## src/rtl/send_16_bytes_pkg.sv

```systemverilog
// Shared constants and types for the 16-byte block transmitter.
// The receive assembler packs bytes by shifting left (first byte ends up in
// the MSBs), so the transmitter derives its geometry from the same constants
// and sends MSB byte first. A block therefore round-trips unchanged.
package send_16_bytes_pkg;

  // Receive-side geometry: first received byte lands in bits [127:120].
  localparam int unsigned RX_NUM_BYTES = 16;
  localparam int unsigned RX_BYTE_W    = 8;

  // Transmit side mirrors the receiver so both ends agree on byte order.
  localparam int unsigned NUM_BYTES = RX_NUM_BYTES;
  localparam int unsigned BYTE_W    = RX_BYTE_W;
  localparam int unsigned BLOCK_W   = NUM_BYTES * BYTE_W;
  localparam int unsigned CNT_W     = $clog2(NUM_BYTES);

  typedef logic [BLOCK_W-1:0] block_t;
  typedef logic [BYTE_W-1:0]  byte_t;
  typedef logic [CNT_W-1:0]   cnt_t;

  typedef enum logic [1:0] {
    IDLE = 2'd0,
    SEND = 2'd1,
    DONE = 2'd2
  } state_e;

endpackage

```

## src/rtl/send_16_bytes_if.sv

```systemverilog
// Block-load and byte-transmit handshake bundle for send_16_bytes.
//   Enable          : block enable (low aborts / idles)
//   bytesInput      : 128-bit block, sampled on an accepted load
//   bytesLoad       : load request, accepted with blockReady
//   blockReady      : transmitter can accept a block
//   SingleByte      : byte currently offered to the UART TX
//   ByteToSendReady : byte-valid strobe toward the UART TX
//   TxReady         : UART TX can take a byte
//   blockSent       : one-cycle pulse after the last byte transfers
//   busy            : block in flight (SEND or DONE)
// master = block source + UART side (driver), slave = transmitter.
interface send_16_bytes_if;
  import send_16_bytes_pkg::*;

  logic   Enable;
  block_t bytesInput;
  logic   bytesLoad;
  logic   blockReady;
  byte_t  SingleByte;
  logic   ByteToSendReady;
  logic   TxReady;
  logic   blockSent;
  logic   busy;

  modport master (
    output Enable, bytesInput, bytesLoad, TxReady,
    input  blockReady, SingleByte, ByteToSendReady, blockSent, busy
  );

  modport slave (
    input  Enable, bytesInput, bytesLoad, TxReady,
    output blockReady, SingleByte, ByteToSendReady, blockSent, busy
  );

endinterface

```

## src/rtl/send_16_bytes_block_shift_out.sv

```systemverilog
// Block register with parallel load and shift-left by one byte (zero fill).
// The top byte is always the next byte to transmit.
//   clk_i, rst_i : clock, asynchronous active-high reset
//   load_i       : capture data_i (wins over shift_i)
//   shift_i      : drop the top byte, move the rest up
//   data_i       : block to load
//   top_byte_o   : bits [BLOCK_W-1 -: BYTE_W] of the register
module send_16_bytes_block_shift_out
  import send_16_bytes_pkg::*;
(
  input  logic   clk_i,
  input  logic   rst_i,
  input  logic   load_i,
  input  logic   shift_i,
  input  block_t data_i,
  output byte_t  top_byte_o
);

  block_t sr_q;
  block_t sr_d;

  // Next-state: load has priority over shift.
  always_comb begin
    sr_d = sr_q;
    if (load_i) begin
      sr_d = data_i;
    end else if (shift_i) begin
      sr_d = {sr_q[BLOCK_W-BYTE_W-1:0], {BYTE_W{1'b0}}};
    end
  end

  always_ff @(posedge clk_i or posedge rst_i) begin
    if (rst_i) begin
      sr_q <= '0;
    end else begin
      sr_q <= sr_d;
    end
  end

  assign top_byte_o = sr_q[BLOCK_W-1 -: BYTE_W];

endmodule

```

## src/rtl/send_16_bytes.sv

```systemverilog
// Serializes a 128-bit block into 16 bytes, MSB byte first, for the UART TX.
//   Clk : clock, rising edge
//   Rst : asynchronous active-high reset
//   bus : send_16_bytes_if.slave (block load side + UART byte side)
// The byte-valid, blockSent and busy strobes are decodes of the registered
// state, so they change only on a clock edge or reset. blockReady also
// follows Enable combinationally so a disabled block never accepts a load.
module send_16_bytes
  import send_16_bytes_pkg::*;
(
  input  logic           Clk,
  input  logic           Rst,
  send_16_bytes_if.slave bus
);

  state_e state_q;
  state_e state_d;
  cnt_t   cnt_q;
  cnt_t   cnt_d;
  logic   load_c;
  logic   shift_c;

  // State and byte counter registers.
  always_ff @(posedge Clk or posedge Rst) begin
    if (Rst) begin
      state_q <= IDLE;
      cnt_q   <= '0;
    end else begin
      state_q <= state_d;
      cnt_q   <= cnt_d;
    end
  end

  // Next-state, counter and shift-register controls.
  always_comb begin
    state_d = state_q;
    cnt_d   = cnt_q;
    load_c  = 1'b0;
    shift_c = 1'b0;
    case (state_q)
      IDLE: begin
        if (bus.Enable && bus.bytesLoad) begin
          load_c  = 1'b1;
          cnt_d   = '0;
          state_d = SEND;
        end
      end
      SEND: begin
        // Abort wins over a coincident transfer.
        if (!bus.Enable) begin
          cnt_d   = '0;
          state_d = IDLE;
        end else if (bus.TxReady) begin
          shift_c = 1'b1;
          if (cnt_q == CNT_W'(NUM_BYTES - 1)) begin
            // Clear instead of wrapping; the block is complete.
            cnt_d   = '0;
            state_d = DONE;
          end else begin
            cnt_d = cnt_q + CNT_W'(1);
          end
        end
      end
      DONE: begin
        cnt_d   = '0;
        state_d = IDLE;
      end
      default: begin
        cnt_d   = '0;
        state_d = IDLE;
      end
    endcase
  end

  send_16_bytes_block_shift_out u_shift (
    .clk_i      (Clk),
    .rst_i      (Rst),
    .load_i     (load_c),
    .shift_i    (shift_c),
    .data_i     (bus.bytesInput),
    .top_byte_o (bus.SingleByte)
  );

  // Status decodes of the registered state.
  assign bus.blockReady      = (state_q == IDLE) && bus.Enable;
  assign bus.ByteToSendReady = (state_q == SEND);
  assign bus.blockSent       = (state_q == DONE);
  assign bus.busy            = (state_q == SEND) || (state_q == DONE);

endmodule

```

## src/flat_wrapper.sv

```systemverilog
// flat-port wrapper written by rule: the top's interface ports become plain ports
module send_16_bytes_flat import send_16_bytes_pkg::*;
  (Clk, Rst, bus_Enable, bus_bytesInput, bus_bytesLoad, bus_TxReady, bus_blockReady, bus_SingleByte, bus_ByteToSendReady, bus_blockSent, bus_busy);
  send_16_bytes_if bus_i ();
  input  logic Clk;
  input  logic Rst;
  input wire logic [$bits(bus_i.Enable)-1:0] bus_Enable;
  input wire logic [$bits(bus_i.bytesInput)-1:0] bus_bytesInput;
  input wire logic [$bits(bus_i.bytesLoad)-1:0] bus_bytesLoad;
  input wire logic [$bits(bus_i.TxReady)-1:0] bus_TxReady;
  output wire logic [$bits(bus_i.blockReady)-1:0] bus_blockReady;
  output wire logic [$bits(bus_i.SingleByte)-1:0] bus_SingleByte;
  output wire logic [$bits(bus_i.ByteToSendReady)-1:0] bus_ByteToSendReady;
  output wire logic [$bits(bus_i.blockSent)-1:0] bus_blockSent;
  output wire logic [$bits(bus_i.busy)-1:0] bus_busy;
  assign bus_i.Enable = bus_Enable;
  assign bus_i.bytesInput = bus_bytesInput;
  assign bus_i.bytesLoad = bus_bytesLoad;
  assign bus_i.TxReady = bus_TxReady;
  assign bus_blockReady = bus_i.blockReady;
  assign bus_SingleByte = bus_i.SingleByte;
  assign bus_ByteToSendReady = bus_i.ByteToSendReady;
  assign bus_blockSent = bus_i.blockSent;
  assign bus_busy = bus_i.busy;
  send_16_bytes u_core (.Clk(Clk), .Rst(Rst), .bus(bus_i));
endmodule
```

## config.mk

```make
export PLATFORM = sky130hd
export DESIGN_NAME = send_16_bytes_flat
export DESIGN_NICKNAME = d
export VERILOG_FILES = /design/src/rtl/send_16_bytes_pkg.sv /design/src/rtl/send_16_bytes_if.sv /design/src/rtl/send_16_bytes_block_shift_out.sv /design/src/rtl/send_16_bytes.sv /design/src/flat_wrapper.sv
export SDC_FILE = /design/constraint.sdc
export NUM_CORES = 1
export LEC_CHECK = 0
export ABC_AREA = 1
export CAP_MARGIN = 30
export CORE_MARGIN = 8
export CORE_UTILIZATION = 40
export CTS_CLUSTER_SIZE = 25
export DETAILED_ROUTE_END_ITERATION = 10
export PLACE_DENSITY_LB_ADDON = 0.1
export SLEW_MARGIN = 15
export SYNTH_ARGS = -nofsm -noshare
export SYNTH_HDL_FRONTEND = slang
export SYNTH_SLANG_ARGS = --single-unit
```

## constraint.sdc

```tcl
create_clock -name Clk -period 9.6 [get_ports Clk]
set_clock_uncertainty 0.15 [all_clocks]
set_input_delay 1.92 -clock Clk [delete_from_list [all_inputs] [get_ports Clk]]
set_output_delay 1.92 -clock Clk [all_outputs]
set_load 0.1 [all_outputs]
```

Word-level counts from Yosys, hierarchy flattened
Cells that the tools add are included.
{ "classes": {"reduce_logical": 7, "n_mux": 17, "n_eq_ne": 6, "n_addsub": 1} }
{ "op_table": {"columns": ["cell", "n"], "rows": [
  ["128-bit two-way mux", 2],
  ["4-bit two-way mux", 4],
  ["2-bit two-way mux", 4],
  ["4-bit case mux with 2 select lines", 1],
  ["1-bit two-way mux", 5],
  ["4-bit by 1-bit adder with 4-bit output (second input constant)", 1],
  ["4-bit equality test (second input constant)", 1],
  ["2-bit case mux with 2 select lines", 1],
  ["3-bit by 2-bit inequality test with 1-bit output (second input constant)", 1],
  ["3-bit inequality test (second input constant)", 1],
  ["3-bit AND reduction", 1],
  ["2-bit by 1-bit equality test with 1-bit output (second input constant)", 1],
  ["2-bit equality test (second input constant)", 1],
  ["1-bit logical AND", 2],
  ["2-bit logical NOT", 1],
  ["2-bit by 1-bit inequality test with 1-bit output (second input constant)", 1],
  ["2-bit AND reduction", 1],
  ["2-bit nonzero test", 1],
  ["1-bit logical OR", 1]
]} }
{ "totals": {"word_cells": 34, "in_bits": 133, "output_inout_bits": 12, "register_bits": 134} }

Depth between registers and ports, before layout
{ "depth": {"ltp_word": 5, "depth_mapped": 11, "depth_no_buf": 9} }

Hierarchy
Synthesis repeated with hierarchy kept, for this count alone.
{ "hier_totals": {"hier_cells": 778, "area_unflattened_um2": 6246.0} }
{ "by_module_without_submodules": {"columns": ["module", "cells_per_inst", "area_each_um2", "instances", "seq_area_each_um2"], "rows": [
  ["send_16_bytes_block_shift_out", 721, 5834.3, 1, 3203.1],
  ["send_16_bytes", 57, 411.6, 1, 150.1]
]} }

Worst setup path before layout
Ideal clock, no wire load.
{ "synth_path": {"path_type": "input to output", "from": "input bus_Enable", "to": "output bus_blockReady", "path_stages": 2, "path_buffers": 0, "setup_slack_ns": 4.990, "arrival_time_ns": 2.540, "required_ns": 7.530, "path_cell_list": "nand2_1 -> inv_1"} }
{ "synth_between": {"elab_chain_len": 1} }
{ "synth_rtl": {"columns": ["item", "line", "text"], "rows": [
  ["start: declaration", "flat_wrapper.sv:7", "input wire logic [$bits(bus_i.Enable)-1:0] bus_Enable;"],
  ["1-bit logical AND", "send_16_bytes.sv:85", "assign bus.blockReady = (state_q == IDLE) && bus.Enable;"],
  ["end: declaration", "flat_wrapper.sv:11", "output wire logic [$bits(bus_i.blockReady)-1:0] bus_blockReady;"]
]} }
No other way between the ends.

Final worst setup path
Ends and elaborated chain as after synthesis.

==> results.sh <==
export IMPL_status="complete, no violations"
export IMPL_die_w_um=145
export IMPL_fillers=1564
export IMPL_h_tree_depth=4
export IMPL_start_util=0.406
export IMPL_drt_iter0_drc=310
export IMPL_hpwl_um=11100
export IMPL_crit_fanout=5
export IMPL_final_hold_viol_count=0
export IMPL_p_per_area_nw_per_um2=288
export IMPL_setup_violations_final=0
export IMPL_busiest_layer="met2"
export IMPL_port_buffers=144
export IMPL_drv_cap=0
export IMPL_post_cts_resized=0
export IMPL_p_leak_nw=4.69
export IMPL_grt_max_degree=107
export IMPL_num_rows=47
export IMPL_core_um2=16400
export IMPL_placed_area_um2=8150
export IMPL_cts_root_buf="clkbuf_16"
export IMPL_first_pass_iters=4
export IMPL_die_area_um2=21000
export IMPL_p_int_mw=1.56
export IMPL_criticalPathCategory="input pin to output pin"
export IMPL_use_met1=0.222
export IMPL_synthTopCellsByArea="dfrtp_1, nand2_1, o211ai_1"
export IMPL_cts_tree="done"
export IMPL_routedWlPerCell_um=14.3
export IMPL_timing_final_crit_share=0.606
export IMPL_crit_path_end_kind="output pin"
export IMPL_clkPwrFrac=0.272
export IMPL_grt_antenna_before_repair=0
export IMPL_syn_num_nets=995
export IMPL_setup_tns_ns=0
export IMPL_grt_overflow=0
export IMPL_grt_pass1_wl_um=28600
export IMPL_wl_um=17200
export IMPL_clock_sinks=134
export IMPL_avgSynthCellArea_um2=7.77
export IMPL_worstMarginPinSlew_ns=0.988
export IMPL_synth_cell_types=19
export IMPL_synth_xor_area_frac=0
export IMPL_power_frac_seq=0.359
export IMPL_yosys_area_top_type="dfrtp_1"
export IMPL_timing_fmax_mhz=172
export IMPL_peakVddDrop_v=0.000144
export IMPL_grtUsageMet3=0.0516
export IMPL_cts_buffers=17
export IMPL_p_total_mw=2.54
export IMPL_post_cts_setup_buffer_count=0
export IMPL_yosys_area_share_simple=0.223
export IMPL_period_needed_ns=5.82
export IMPL_ys_warn_count=0
export IMPL_timing_max_slew_rel_slack=0.339
export IMPL_synth_top_area_frac=0.503
export IMPL_swShare=0.386
export IMPL_drc=0
export IMPL_vias=5693
export IMPL_clk_latency_ns=0.41
export IMPL_synthAdderAreaFrac=0.00939
export IMPL_layout_nets=1107
export IMPL_synth_top_family_by_area="simple AND/OR/NAND/NOR gates"
export IMPL_synth_seq_area_share=0.503
export IMPL_area_growth_pct=32.5
export IMPL_worst_ep_required_time_ns=7.53
export IMPL_hold_path_class="flop to flop"
export IMPL_clk_pin_slew_worst_paths_ns=0.06
export IMPL_grt_total_usage=0.165
export IMPL_grt_met2_usage=0.252
export IMPL_rsz0062_at_grt="false"
export IMPL_cts_hold_buf=0
export IMPL_place_gp_congestion=0.733
export IMPL_drive_gt1_frac=0.0448
export IMPL_p_sw_uw=982
export IMPL_ys_ff_latch=134
export IMPL_design_area_um2=8830
export IMPL_ant_nets=0
export IMPL_startpoint_type="input pin"
export IMPL_synth_compound_area_frac=0.147
export IMPL_ctsLongestPathBuffers=2
export IMPL_comb_power_share=0.369
export IMPL_post_drt_via_cell_ratio=4.74
export IMPL_io_pins=145
export IMPL_grt_pass1_vias=5639
export IMPL_dieHeight_um=145
export IMPL_antenna_cells=0
export IMPL_crit_arrival_ns=3.75
export IMPL_postSynthCellCount=857
export IMPL_slew_viol_final=0
export IMPL_synthMuxAreaShare=0
export IMPL_syn_cell_area_um2=6660
[critical path, stage by stage]
cell and delay, ns:
clkdlybuf4s50_1 0.58, nand2_1 0.07, inv_1 0.05, clkdlybuf4s50_1 1.12
[sequential cells by signal, summed over array words and instances (netlist names)]
register and count:
u_core.state_q 2, u_core.cnt_q 4, u_core.u_shift.sr_q 128
[logic make-up (layout without fill, tap and decap cells)]
family	after synthesis	count (layout)
DFF	134	134
AOI/OAI and AO/OA	142	142
and+or+nand+nor	391	391
adders and majority gates	5	5
buffers and inverters	185	310
[per-layer routing]
metal | vias up | part of all wire
met5 | - | 0
met1 | 2661 | 0.49
met3 | 13 | 0.048
met4 | 0 | 0.0095
met2 | 106 | 0.45
li1 | 2913 | -
[cells in the mapped netlist (all sizes together)]
library cell	instances
a21oi	10
buf	31
clkbuf	28
dfrtp	134
ha	5
inv	126
nand2	371
nand3	7
nand4	1
nor2	12
o211ai	108
o21ai	24
[power groups by stage]
stage                     clock [mW]  combinational, mW  sequential [mW]
final                          0.691              0.939            0.913
after CTS                      0.709              0.953            0.912
after global routing           0.733               1.07            0.939
after detailed placement           0              0.946            0.917
after global placement             0              0.930            0.915
after floorplan                    0              0.756            0.892
[through the flow]
stage,util,instances,hold slack (ns),setup WS (ns)
after floorplan,-,857,0.292,3.95
after global placement,0.496,1167,0.310,3.77
after detailed placement,0.497,1168,0.313,3.76
after CTS,0.535,1200,0.329,3.76
after global routing,0.538,1202,0.341,3.74
final,0.538,1202,0.325,3.78
[cell usage in the layout, fill, tap and decap left out, drive strengths merged]
master and instances:
nand2 371, clkdlybuf4s50 144, dfrtp 134, inv 126
o211ai 108, o21ai 24, clkbuf 20, nor2 12
a21oi 10, buf 8, nand3 7, ha 5
bufinv 4, clkinvlp 4, clkinv 4, nand4 1
[path summary, 6_finish.rpt]
kind                                      endpoint  depth (start not counted)  slack, ns                     from
min                        u_core.u_shift.sr_q[76]                          2       0.32  u_core.u_shift.sr_q[76]
max                                 bus_blockReady                          4       3.78               bus_Enable
min reg2reg                u_core.u_shift.sr_q[76]                          2       0.32  u_core.u_shift.sr_q[76]
max in group asynchronous  u_core.u_shift.sr_q[69]                          4       6.40                      Rst
max reg2reg                u_core.u_shift.sr_q[98]                         10       6.36        u_core.state_q[1]
min in group asynchronous  u_core.u_shift.sr_q[59]                          2       1.81                      Rst
[layout make-up]
type	instances	area (um2)	area share
inverter	126	480	0.0544
clock buffer	20	447	0.0506
multi-input combinational	538	2540	0.288
clock inverter	12	178	0.0201
timing repair buffer	152	1550	0.176
tap	220	275	0.0312
sequential	134	3350	0.380
Note: power is estimated with default switching activity, not from simulation.
